## config.mk

```make
export PLATFORM = sky130hd
export DESIGN_NAME = memory
export DESIGN_NICKNAME = d
export VERILOG_FILES = /design/src/rtl/memory.sv
export SDC_FILE = /design/constraint.sdc
export NUM_CORES = 1
export LEC_CHECK = 0
export ABC_CLOCK_PERIOD_IN_PS = 2400
export CAP_MARGIN = 20
export CORE_AREA = 5 5 238 240
export DETAILED_ROUTE_END_ITERATION = 7
export DIE_AREA = 0 0 243 245
export SLEW_MARGIN = 10
export SYNTH_ARGS = -nofsm -noshare
export SYNTH_HDL_FRONTEND = slang
export SYNTH_SLANG_ARGS = --single-unit
```

## constraint.sdc

```tcl
create_clock -name clk -period 2.4 [get_ports clk]
set_input_delay 0.36 -clock clk [delete_from_list [all_inputs] [get_ports clk]]
set_output_delay 0.36 -clock clk [all_outputs]
set_load 0.01 [all_outputs]
```

## src/rtl/memory.sv

```systemverilog
// Memory-access pipeline stage: one outstanding data-bus request per load/store,
// stalling upstream until the response returns, zero-latency pass-through otherwise.
package pipes;
   typedef logic [63:0] word_t;
   typedef logic [63:0] addr_t;
   typedef logic [7:0]  strobe_t;

   typedef enum logic [1:0] {
      MSIZE1 = 2'd0,
      MSIZE2 = 2'd1,
      MSIZE4 = 2'd2,
      MSIZE8 = 2'd3
   } msize_t;

   typedef struct packed {
      logic   memread;
      logic   memwrite;
      msize_t msize;
      logic   memext;
   } control_t;

   typedef struct packed {
      logic        valid;
      addr_t       pc;
      logic [31:0] raw_instr;
      logic [4:0]  dst;
      control_t    ctl;
      word_t       aluout;
      word_t       memwd;
   } execute_data_t;

   typedef struct packed {
      logic        valid;
      addr_t       pc;
      logic [31:0] raw_instr;
      logic [4:0]  dst;
      control_t    ctl;
      word_t       result;
      logic        misalign;
   } memory_data_t;

   typedef struct packed {
      logic    valid;
      addr_t   addr;
      msize_t  size;
      strobe_t strobe;
      word_t   data;
   } dbus_req_t;

   typedef struct packed {
      logic  data_ok;
      word_t data;
   } dbus_resp_t;
endpackage

module memory
   import pipes::*;
(
   input  logic          clk,
   input  logic          reset,
   input  execute_data_t dataE,
   output memory_data_t  dataM,
   output dbus_req_t     dreq,
   input  dbus_resp_t    dresp,
   output logic          stallM
);

   typedef enum logic [1:0] {
      IDLE = 2'd0,
      WAIT = 2'd1,
      DONE = 2'd2
   } state_t;

   state_t state_r;
   state_t next_s;
   word_t  rdata_r;
   logic   capture_s;
   logic   memop_s;
   logic   misalign_s;
   logic   req_s;

   function automatic strobe_t base_mask(input msize_t size);
      case (size)
         MSIZE1:  base_mask = 8'h01;
         MSIZE2:  base_mask = 8'h03;
         MSIZE4:  base_mask = 8'h0F;
         MSIZE8:  base_mask = 8'hFF;
         default: base_mask = 8'h00;
      endcase
   endfunction

   function automatic logic is_misaligned(input msize_t size, input logic [2:0] off);
      case (size)
         MSIZE1:  is_misaligned = 1'b0;
         MSIZE2:  is_misaligned = off[0];
         MSIZE4:  is_misaligned = (off[1:0] != 2'd0);
         MSIZE8:  is_misaligned = (off != 3'd0);
         default: is_misaligned = 1'b1;
      endcase
   endfunction

   function automatic word_t extract(input word_t raw, input logic [2:0] off,
                                     input msize_t size, input logic zext);
      word_t sh;
      sh = raw >> {off, 3'b000};
      case (size)
         MSIZE1:  extract = zext ? {56'd0, sh[7:0]}  : {{56{sh[7]}},  sh[7:0]};
         MSIZE2:  extract = zext ? {48'd0, sh[15:0]} : {{48{sh[15]}}, sh[15:0]};
         MSIZE4:  extract = zext ? {32'd0, sh[31:0]} : {{32{sh[31]}}, sh[31:0]};
         MSIZE8:  extract = raw;
         default: extract = raw;
      endcase
   endfunction

   assign memop_s    = dataE.valid & (dataE.ctl.memread | dataE.ctl.memwrite);
   assign misalign_s = is_misaligned(dataE.ctl.msize, dataE.aluout[2:0]);

   // State register.
   always_ff @(posedge clk or posedge reset) begin
      if (reset) begin
         state_r <= IDLE;
      end else begin
         state_r <= next_s;
      end
   end

   // Response capture register; only written when a request completes.
   always_ff @(posedge clk or posedge reset) begin
      if (reset) begin
         rdata_r <= 64'd0;
      end else if (capture_s) begin
         rdata_r <= dresp.data;
      end else begin
         rdata_r <= rdata_r;
      end
   end

   // Next-state, request and stage-output logic.
   always_comb begin
      next_s          = state_r;
      capture_s       = 1'b0;
      req_s           = 1'b0;
      dataM.valid     = dataE.valid;
      dataM.pc        = dataE.pc;
      dataM.raw_instr = dataE.raw_instr;
      dataM.dst       = dataE.dst;
      dataM.ctl       = dataE.ctl;
      dataM.result    = dataE.aluout;
      dataM.misalign  = 1'b0;
      case (state_r)
         IDLE: begin
            if (memop_s && misalign_s) begin
               dataM.misalign = 1'b1;
            end else if (memop_s) begin
               req_s       = 1'b1;
               dataM.valid = 1'b0;
               if (dresp.data_ok) begin
                  capture_s = 1'b1;
                  next_s    = DONE;
               end else begin
                  next_s = WAIT;
               end
            end else begin
               next_s = IDLE;
            end
         end
         WAIT: begin
            req_s       = 1'b1;
            dataM.valid = 1'b0;
            if (dresp.data_ok) begin
               capture_s = 1'b1;
               next_s    = DONE;
            end else begin
               next_s = WAIT;
            end
         end
         DONE: begin
            dataM.valid = 1'b1;
            if (dataE.ctl.memread) begin
               dataM.result = extract(rdata_r, dataE.aluout[2:0],
                                      dataE.ctl.msize, dataE.ctl.memext);
            end else begin
               dataM.result = dataE.aluout;
            end
            next_s = IDLE;
         end
         default: begin
            next_s = IDLE;
         end
      endcase
      // Reset forces the request and stall low at once, abandoning any in-flight access.
      if (reset) begin
         req_s       = 1'b0;
         dataM.valid = 1'b0;
      end else begin
         req_s = req_s;
      end
   end

   assign stallM      = req_s;
   assign dreq.valid  = req_s;
   assign dreq.addr   = dataE.aluout;
   assign dreq.size   = dataE.ctl.msize;
   assign dreq.strobe = dataE.ctl.memwrite ? (base_mask(dataE.ctl.msize) << dataE.aluout[2:0])
                                           : 8'h00;
   assign dreq.data   = dataE.memwd << {dataE.aluout[2:0], 3'b000};

endmodule

```

After elaboration in Yosys (flattened, before gate mapping):

Cells that the tools add are included.

* shift operators: 3
* equal/unequal tests: 6
* bitwise operators: 2
* mux-type cells: 27
* reduce and logical (&&, ||, !) cells: 5

Operators with widths (count)
* 64-bit two-way mux: 5
* 64-bit one-hot mux with 4 select lines: 1
* 64-bit by 6-bit left shift with 64-bit output: 1
* 64-bit by 6-bit >> shifter with 32-bit output: 1
* 8-bit one-hot mux with 4 select lines: 1
* 1-bit two-way mux: 11
* 8-bit two-way mux: 1
* 8-bit by 3-bit left shift with 8-bit output: 1
* 2-bit equality test (second input constant): 3
* 2-bit two-way mux: 3
* 2-bit by 1-bit equality test with 1-bit output (second input constant): 2
* 2-bit zero test: 2
* 1-bit one-hot mux with 2 select lines: 2
* 1-bit one-hot mux with 4 select lines: 1
* 2-bit one-hot mux with 2 select lines: 1
* 1-bit one-hot mux with 3 select lines: 1
* 3-bit nonzero test: 1
* 2-bit inequality test (second input constant): 1
* 2-bit nonzero test: 1
* 1-bit AND: 1
* 1-bit logical AND: 1
* 1-bit bitwise OR: 1

* register bits after elaboration: 66
* input bits: 302
* output and inout port bits: 312
* logic and storage cells: 45

Depth between registers and ports, before layout:

* depth in word-level cells: 6
* gate-level depth with buffers: 10
* mapped depth without buffers: 5

Least setup slack after synthesis:

OpenSTA, ideal clock, no wires.

* path kind: input port to output port
* start: input port dataE[64] (netlist name)
* end: output port dreq[48] (netlist name)
* arrival time: 1906 ps
* path buffers: 5
* path slack: 134 ps
* stages on the path: 8
* data required time: 2040 ps
* cell sequence: buf_6 -> buf_6 -> buf_6 -> buf_4 -> buf_2 -> mux4_2 -> nand2_1 -> o21ai_0

RTL lines
* from (decl): RTL line 61 `input execute_data_t dataE,`
* to (decl): RTL line 63 `output dbus_req_t dreq,`

==> results by group <==
Status
  – Status: complete, but fails checks
  – Violated checks: negative setup slack

Global route
  – Initial antenna violation count: 6
  – Vias in the first global route: around 9800
  – GRT Total Usage: 0.164
  – GRT overflow: 0
  – Largest net degree at the start of global routing: 41
  – First-pass GRT wire length: 72700 um

STA
  – Max-slew headroom: 0.660
  – Fin. Hold Viols: 0
  – Final Max Tran Viols: 0
  – Minimum clock period: 2.73 ns
  – Number of setup violations in the final report: 58
  – Final worst setup slack: -0.330 ns
  – Final period util: 1.14
  – RSZ-0062 raised after global routing: true
  – Clock Skew: ~0.009 ns
  – F_max: 0.366 GHz
  – Actual slew at the worst max-slew pin: 0.518 ns

Clock tree
  – # hold bufs at CTS: 0
  – Max Root-Sink Buffers: 2
  – CTS buffer count: 9
  – TritonCTS clock tree: done
  – Clock Latency Late Sink: between 0.3 and 0.4 ns
  – Clk sinks: 66
  – Depth of the CTS H-tree: 3
  – Clock slew at reported path FFs: ~0.07 ns
  – Clock Tree Root: clkbuf_16

Floorplan
  – Die Ht: 245 um
  – Die W: 243 um
  – Die ar.: just under 60000 um^2
  – Area of the core: between 50000 and 60000 um^2
  – Initial Util: 0.155
  – Num ports: 614
  – Row cnt: 86

Finish
  – # nets final: 1700
  – Share of cells above drive strength 1: 0.398
  – Final Util: 0.267
  – Synth-to-Final Area Change: 71.7%
  – Final cell count without fillers: 2110

Detailed routing
  – DR pass1 iterations: 5
  – WL final: just over 50000 um
  – WL/cell: around 24 um
  – Vias per inst: 4.38
  – Initial DRC Count: approximately 540
  – Via count: 9237
  – DRC viols: 0
  – Routed Antenna Nets: 0
  – Max layer used: met5
  – M1 wire length: approximately 20000 um
  – Met3 routed WL: 3030 um
  – Metal2 WL: 26800 um

Synth
  – Post-synth EDFFs: 0
  – FF+latch count, synth: 66
  – Post-Syn Instances: 985
  – Syn_area_per_cell: 8.58 um^2
  – Warnings from Yosys: 0
  – Ys async rst share: 1.00
  – Largest area contributor in the netlist: dfrtp_1
  – Post-Syn Nets: around 1300
  – Largest cells by area after synthesis: dfrtp_1, buf_4, mux2_4, mux2_2, mux4_2
  – Register area share after synthesis: 0.195
  – Mapped Area: approximately 8500 um^2
  – Top FF cell, synth: dfrtp_1
  – Yosys top cell area share: 0.195
  – Cell variety after synth: 52

Min path
  – Worst hold path type: input pin to async pin

Pwr
  – Sw frac: 0.384
  – NetSw: 2950 uW
  – Maximum VDD drop: around 290 uV
  – P per Cell Area: 528 nW/um^2
  – Clock power share: 0.174
  – P_int: 4720 uW
  – Sequential power share: 0.244
  – Leak Pwr: about 0.0065 uW
  – Combinational fraction of design power: 0.583
  – PnR Total Power: 7660 uW

Placed design
  – PortBufs: 411
  – Routability-driven placement congestion ratio: 0.910
  – Cells after DPL: 2055
  – DP HPWL: 42500 um

Critical path
  – Crit-path leading delay family: multiplexers
  – Critical-path cell list: mux2i_1 -> mux4_2 -> o31ai_4 -> buf_4 -> nor3_4 -> buf_12 -> a21oi_1 -> buf_2
  – Worst Path Max Fanout: 18
  – Critical Path Start Type: flop
  – Slowest CP cell: mux4_2
  – Setup crit end kind: output pin
  – Crit path kind: flop to output pin
  – Data arrival time of the critical path: roughly 2.4 ns
  – CP Buf/Inv Count: 3
  – Worst EP required: 2.04 ns
  – Crit path largest cell delay: 0.54 ns

Flow run
  – Max-cap violation count: 0
-- cells in the mapped netlist (2+ instances only) --
cell type / instances
buf_4: 178
nor2_1: 105
a21oi_1: 92
nand2_1: 69
dfrtp_1: 66
mux2_2: 57
o21ai_0: 53
mux2i_1: 51
mux2_4: 49
clkbuf_1: 43
mux4_2: 25
o22ai_1: 22
and2_1: 21
o22a_1: 20
buf_2: 15
buf_6: 15
inv_1: 13
a221o_1: 12
a221oi_1: 8
a22oi_1: 7
nor3_1: 6
a31oi_1: 5
o211a_1: 5
a21o_1: 4
nand2b_1: 4
nor2b_1: 4
o221ai_1: 3
o2bb2ai_1: 3
or2_2: 3
a32oi_1: 2
clkinv_1: 2
nand3_1: 2
o21bai_1: 2
-- worst paths after layout --
check | endpoint | depth (start not counted) | slack, ns | startpoint
min in group clk | rdata_r[0] | 1 | 0.52 | rdata_r[0]
min | rdata_r[7] | 2 | 0.33 | reset
min reg2reg | rdata_r[0] | 1 | 0.52 | rdata_r[0]
max in group asynchronous | rdata_r[59] | 3 | 1.50 | reset
max reg2reg | rdata_r[20] | 6 | 0.83 | state_r[0]
max | dataM[60] | 8 | -0.33 | rdata_r[39]
-- through the flow --
stage	setup TNS [ns]	instance area [um^2]	hold WS, ns	setup slack, ns
finish	-16.20	14500	0.327	-0.330
global route	-19.19	14500	0.359	-0.379
CTS	-18.70	14200	0.311	-0.389
detailed placement	-70.14	13500	0.498	-0.697
global placement	-68.65	13500	0.497	-0.734
floorplan	0	8460	0.426	0.134
-- layout make-up --
type,instances,area [um^2]
tap,704,881
multi-input combinational,651,5400
timing repair buffer,655,6230
sequential,66,1660
fill,5859,39900
antenna,3,7.51
clock buffer,9,225
clock inverter,7,57.6
inverter,15,58.8
-- cells by family after synthesis --
| kind of cell | Yosys count | share of synthesized area |
|---|---|---|
| buf+inv | 268 | 0.215 |
| flops | 66 | 0.195 |
| simple gates | 221 | 0.113 |
| compound gates | 248 | 0.186 |
| mux | 182 | 0.290 |
-- repair_timing --
| item | 4_1_cts | 5_1_grt |
|---|---|---|
| hold endpoints to repair | 0 | 0 |
| gates resized for setup | 391 | 86 |
| buffers inserted | 23 | 16 |
| pin swaps | 20 | 30 |
| setup endpoints to repair | 128 | 89 |
| cloned | 4 | 1 |
-- per-layer routing --
layer,global-route usage,vias to the layer above
li1,-,4181
met1,0.184,4495
met2,0.302,447
met3,0.0372,112
met4,0.0659,2
met5,0,-
-- cell usage in the layout (no fill, tap or decap), types with 10 or more instances in the layout --
master,count
mux2_4,58
clkbuf_16,10
mux2_2,48
nand2_1,65
inv_1,12
o21ai_1,11
a21oi_1,73
dfrtp_1,63
mux2i_1,43
buf_6,23
nor2_1,97
a21oi_2,16
o22ai_1,18
mux4_2,25
o22a_1,20
buf_12,33
buf_4,206
dlymetal6s2s_1,17
a221o_1,12
clkdlybuf4s50_1,278
and2_1,19
buf_2,53
dlygate4sd2_1,29
o21ai_0,38
-- flip-flops by register name, indices dropped and copies added (netlist names) --
register	cells
rdata_r	64
state_r	2
-- power groups by stage --
| stage | registers (uW) | logic (uW) | clock network [uW] |
|---|---|---|---|
| 3_3_place_gp | 1860 | 4190 | 0 |
| 6_report | 1870 | 4460 | 1330 |
| 2_1_floorplan | 1750 | 2050 | 0 |
| 3_5_place_dp | 1860 | 4210 | 0 |
| 4_1_cts | 1850 | 4410 | 1360 |
| 5_1_grt | 1900 | 4760 | 1410 |
-- worst reg2reg max path, stage by stage, from the launching register on --
cell	delay (ns)
dfrtp_1	0.35
inv_1	0.05
buf_4	0.14
a21oi_1	0.23
nand2_4	0.14
buf_12	0.21
mux2_4	0.35
Note: power is estimated with default switching activity, not from simulation.
==> RTL edit 1: new RTL, config.mk and constraints unchanged <==
Encoding of `state_t`: now one-hot (3 bits for 3 states).
--- a/src/rtl/memory.sv
+++ b/src/rtl/memory.sv
@@ -66,8 +66,8 @@
 );
 
-   typedef enum logic [1:0] {
-      IDLE = 2'd0,
-      WAIT = 2'd1,
-      DONE = 2'd2
+   typedef enum logic [2:0] {
+      IDLE = 3'b001,
+      WAIT = 3'b010,
+      DONE = 3'b100
    } state_t;
 
Function: same outputs for any inputs over 4 cycles, from zero or initial values and one cycle with reset high; so few cycles prove little.
==> RTL edit 1 against the original RTL <==
The flow still finishes with violations (setup timing); count of clock-buffer cells in the layout unchanged; cell area increased by 5.3%; routed wire length increased by 5.2%; setup slack improved by 32 ps; power decreased by 1.5%; sequential cell count increased by 1; area after synthesis increased by 1.3%; largest power group unchanged.
==> RTL edit 1: results <==
metrics = {
    "outcome": {
        "status": "finished with violations",
        "violations": "setup timing",
    },
    "global_routing": {
        "antenna_found_initial": 9,
        "grt_max_degree": 68,
        "grt_usage_pct": 17.2,
        "grt_pass1_vias": 9973,
        "grt_first_pass_wirelength_um": 74800,
    },
    "placement": {
        "portBuffers": 411,
        "pre_cts_slack_ps": -600,
        "globalplace.congestion": 0.865,
        "hpwl_um": 42500,
    },
    "critical_path": {
        "cpPeakStageDelay_ps": 390,
        "critPathTopFamily": "buffers and inverters",
        "cp_max_fo": 6,
        "r2r_start": "state_r[0]",
        "slowest_stage": "dfrtp_1",
        "crit_arrival_ps": 2340,
        "crit_path_start": "rdata_r[55]",
    },
    "timing": {
        "finClkSkew_ps": 7.31,
        "finalSetupViolations": 57,
        "relSlewSlack_pct": 51.4,
        "layout_setup_ws_ps": -298,
    },
    "layout": {
        "largest_registers": "rdata_r: 64 flops, state_r: 3 flops",
        "fillCellCount": 5693,
        "fin_nets": 1715,
        "drive_above_1_share_pct": 41.2,
    },
    "drt": {
        "wl_per_cell_um": 25.5,
        "avgViaCountPerCell": 4.45,
        "first_iter_violations": 559,
    },
    "synth": {
        "async_flop_share_pct": 100,
        "seq_area_frac_synth_pct": 19.6,
        "syn-num-nets": 1303,
        "synth_area_leaders": "dfrtp_1 19%, buf_4 16%, mux2_4 8.6%",
        "synth_commonest_cells": "182 x buf_4, 118 x nor2_1, 76 x nand2_1, 68 x a21oi_1, 66 x dfrtp_1",
        "netlist-cell-type-count": 50,
    },
    "power": {
        "p_leak_nw": 6.50,
        "peakVddDrop_mv": 0.336,
    },
    "floorplan": {
        "start_util_pct": 15.7,
    },
    "cts": {
        "clk_latency_ps": 360,
        "post_cts_buffers": 40,
        "cts_resized": 405,
    },
}
## RTL edit 1: per-layer routing
metal  GRT usage, %  wire [um]  part of all wire (%)  vias up
li1               -          -                     -     4232
met1           18.6      20000                    37     4620
met2           32.9      29000                    53      482
met3           3.79       3370                   6.2      140
met4           6.54       1990                   3.7        2
met5              0          7                 0.013        -
## RTL edit 1: cell families (layout without fill, tap and decap cells)
family                    count (synthesis)  in the layout  synth area share, %
muxes                                   189            189                 29.1
AOI/OAI and AO/OA                       226            226                 17.6
xor gates and xnor gates                  1              1                0.102
buffers and inverters                   271            688                 21.3
DFF                                      67             67                 19.6
and+or+nand+nor                         247            247                 12.4
other                                     0              6                    0
## RTL edit 1: power by group
group	internal, mW	total [mW]	switching (mW)
clock	0.706	1.31	0.606
combinational	2.42	4.28	1.86
sequential	1.51	1.96	0.449
total	4.64	7.55	2.91
## RTL edit 1: final timing paths
check	slack (ps)	endpoint	cells after the start
max	-300	dataM[60]	10
min	460	state_r[2]	3
max reg2reg	550	rdata_r[5]	6
min reg2reg	530	rdata_r[2]	1
max in group asynchronous	1570	rdata_r[3]	3
min in group clk	530	rdata_r[2]	1
## RTL edit 1: final cells by class
cell class | count | area (um2) | share of cell area, %
repair buffers | 657 | 6580 | 43.1
multi-input cells | 663 | 5780 | 37.8
flip-flops and latches | 67 | 1680 | 11.0
well taps | 704 | 881 | 5.76
clock buffers | 9 | 225 | 1.47
inverters | 15 | 61.3 | 0.401
clock inverters | 7 | 51.3 | 0.336
diodes | 6 | 15.0 | 0.0982
## RTL edit 1: per-stage QoR
stage          area [um2]  std cells  setup TNS [ps]
3_3_place_gp        13600       2051          -54550
5_1_grt             15300       2127          -15920
6_report            15300       2128          -12310
4_1_cts             14700       2115          -11410
2_1_floorplan        8570       1001               0
3_5_place_dp        13600       2051          -58360
==> RTL edit 2: new RTL, config.mk and constraints unchanged <==
Made on the original files. Reset style: synchronous (`reset`), changed in 2 clocked blocks.
--- a/src/rtl/memory.sv
+++ b/src/rtl/memory.sv
@@ -117,5 +117,5 @@
 
    // State register.
-   always_ff @(posedge clk or posedge reset) begin
+   always_ff @(posedge clk) begin
       if (reset) begin
          state_r <= IDLE;
@@ -126,5 +126,5 @@
 
    // Response capture register; only written when a request completes.
-   always_ff @(posedge clk or posedge reset) begin
+   always_ff @(posedge clk) begin
       if (reset) begin
          rdata_r <= 64'd0;
Check against the original RTL: not equivalent (a bounded check fails within 4 cycles, from zero or initial values and one cycle with reset high; the reset may be asserted at any time).
==> RTL edit 2 against the original RTL <==
The run still ends with setup timing left; synthesized cell count grew 17%; largest cell class unchanged; critical path depth is the same; die area is the same; routed wire length grew 2.7%; critical path type unchanged; power shrank 33%; utilization grew 1.1 points; cell area grew 4.1%; sequential cell count is the same; area after synthesis shrank 0.84%; setup slack lost 130 ps; combinational power shrank 46%; via count grew 10%; count of clock-buffer cells in the layout grew 1.
==> RTL edit 2: results <==
metrics = {
    "global_routing": {
        "grt_first_pass_wirelength_um": 73400,
        "grt_pass1_vias": 10600,
        "grt_usage_pct": 16.6,
        "antenna_found_initial": 4,
        "grt_max_degree": 69,
    },
    "cts": {
        "clock_path_buffers": 2,
        "clk_latency_ps": 350,
        "path_clk_slew_ps": 60,
        "htree_levels": 3,
        "cts_root_buf": "clkbuf_16",
        "cts_buffers": 9,
    },
    "synth": {
        "synth_warnings": 0,
        "syn-num-nets": 1455,
        "seq_area_frac_synth_pct": 15.8,
        "syn_avg_cell_area_um2": 7.27,
        "synth_area_leaders": "buf_4 16%, dfxtp_1 16%, nand2_1 9.2%",
        "async_flop_share_pct": 0,
        "synth_flop_cell": "dfxtp_1",
        "netlist-cell-type-count": 55,
        "synth_commonest_cells": "205 x nand2_1, 179 x buf_4, 131 x nor2_1, 106 x a21oi_1, 73 x mux2i_1",
    },
    "timing": {
        "hold_slack_ps": 291,
        "finalSetupViolations": 51,
        "finClkSkew_ps": 6.10,
        "tightest_slew_ps": 780,
        "layout_setup_ws_ps": -460,
    },
    "layout": {
        "fin_nets": 1886,
        "drive_above_1_share_pct": 35.6,
        "finalNonFillerCells": 2294,
        "fillCellCount": 5880,
        "largest_registers": "rdata_r: 64 flops, state_r: 2 flops",
    },
    "power": {
        "peakVddDrop_mv": 0.305,
        "p_leak_nw": 6.05,
    },
    "critical_path": {
        "critPathTopFamily": "simple AND/OR/NAND/NOR gates",
        "slowest_stage": "or4b_4",
        "cp_max_fo": 5,
        "worst-r2r-setup-slack_ps": 650,
        "crit_arrival_ps": 2500,
        "cpPeakStageDelay_ps": 570,
    },
    "placement": {
        "hpwl_um": 42700,
        "pre_cts_slack_ps": -710,
        "dp_cells": 2219,
        "globalplace.congestion": 0.905,
        "portBuffers": 411,
        "post_dp_cell_area_um2": 13500,
    },
    "outcome": {
        "status": "finished with violations",
        "violations": "setup timing",
    },
    "drt": {
        "finalWirelength_um": 53100,
        "drt_pass1_iterations": 5,
        "vias": 10200,
        "first_iter_violations": 561,
    },
    "worst_hold_path": {
        "hold_path.class": "input port to flip-flop",
    },
}
RTL edit 2: logic make-up (layout without fill, tap and decap cells):
kind of cell,Yosys count,after routing,share of synthesized area (%)
muxes,119,119,17.1
buffers and inverters,279,714,21.6
other,0,1,0
DFF,66,66,15.8
AOI/OAI and AO/OA,301,301,26.4
and+or+nand+nor,388,389,19.1
RTL edit 2: final timing paths:
kind / cells after the start / to / start
worst max register to register: 8 / rdata_r[36] / state_r[1]
worst min register to register: 2 / rdata_r[1] / rdata_r[1]
worst max-delay path: 8 / dataM[52] / rdata_r[39]
worst min-delay path: 2 / state_r[0] / reset
RTL edit 2: through the flow:
step / setup TNS, ps / total power [mW]
4_1_cts: -16500 / 5.07
5_1_grt: -20500 / 5.35
6_report: -16860 / 5.11
2_1_floorplan: 0 / 2.30
3_3_place_gp: -65520 / 3.48
3_5_place_dp: -65910 / 3.48
RTL edit 2: layout make-up:
class | count | area [um2] | area share, %
clock inverter | 6 | 90.1 | 0.596
inverter | 12 | 50.0 | 0.331
timing repair buffer | 686 | 6680 | 44.2
tap | 704 | 881 | 5.83
multi-input combinational | 809 | 5820 | 38.5
antenna | 1 | 2.50 | 0.0166
clock buffer | 10 | 239 | 1.58
sequential | 66 | 1350 | 8.92
RTL edit 2: power by group:
group	leakage [nW]	internal, mW	switching (mW)	total [mW]
Combinational	5.35	1.29	1.12	2.41
Clock	0.159	0.940	0.563	1.50
Sequential	0.543	1.14	0.0583	1.19
RTL edit 2: per-layer routing:
metal	vias to the layer above	track usage, %	wire length (um)
met2	460	31.7	27800
met4	6	7.88	2770
li1	4730	-	-
met3	124	3.97	3260
met1	4875	16.9	19200
met5	-	0	40
RTL edit 2: repair_timing:
item | in CTS | in global routing
setup endpoints to repair | 129 | 91
hold endpoints to repair | 0 | 0
pin swaps | 26 | 36
buffers inserted | 32 | 24
gates cloned | 4 | 3
gates resized for setup | 443 | 115
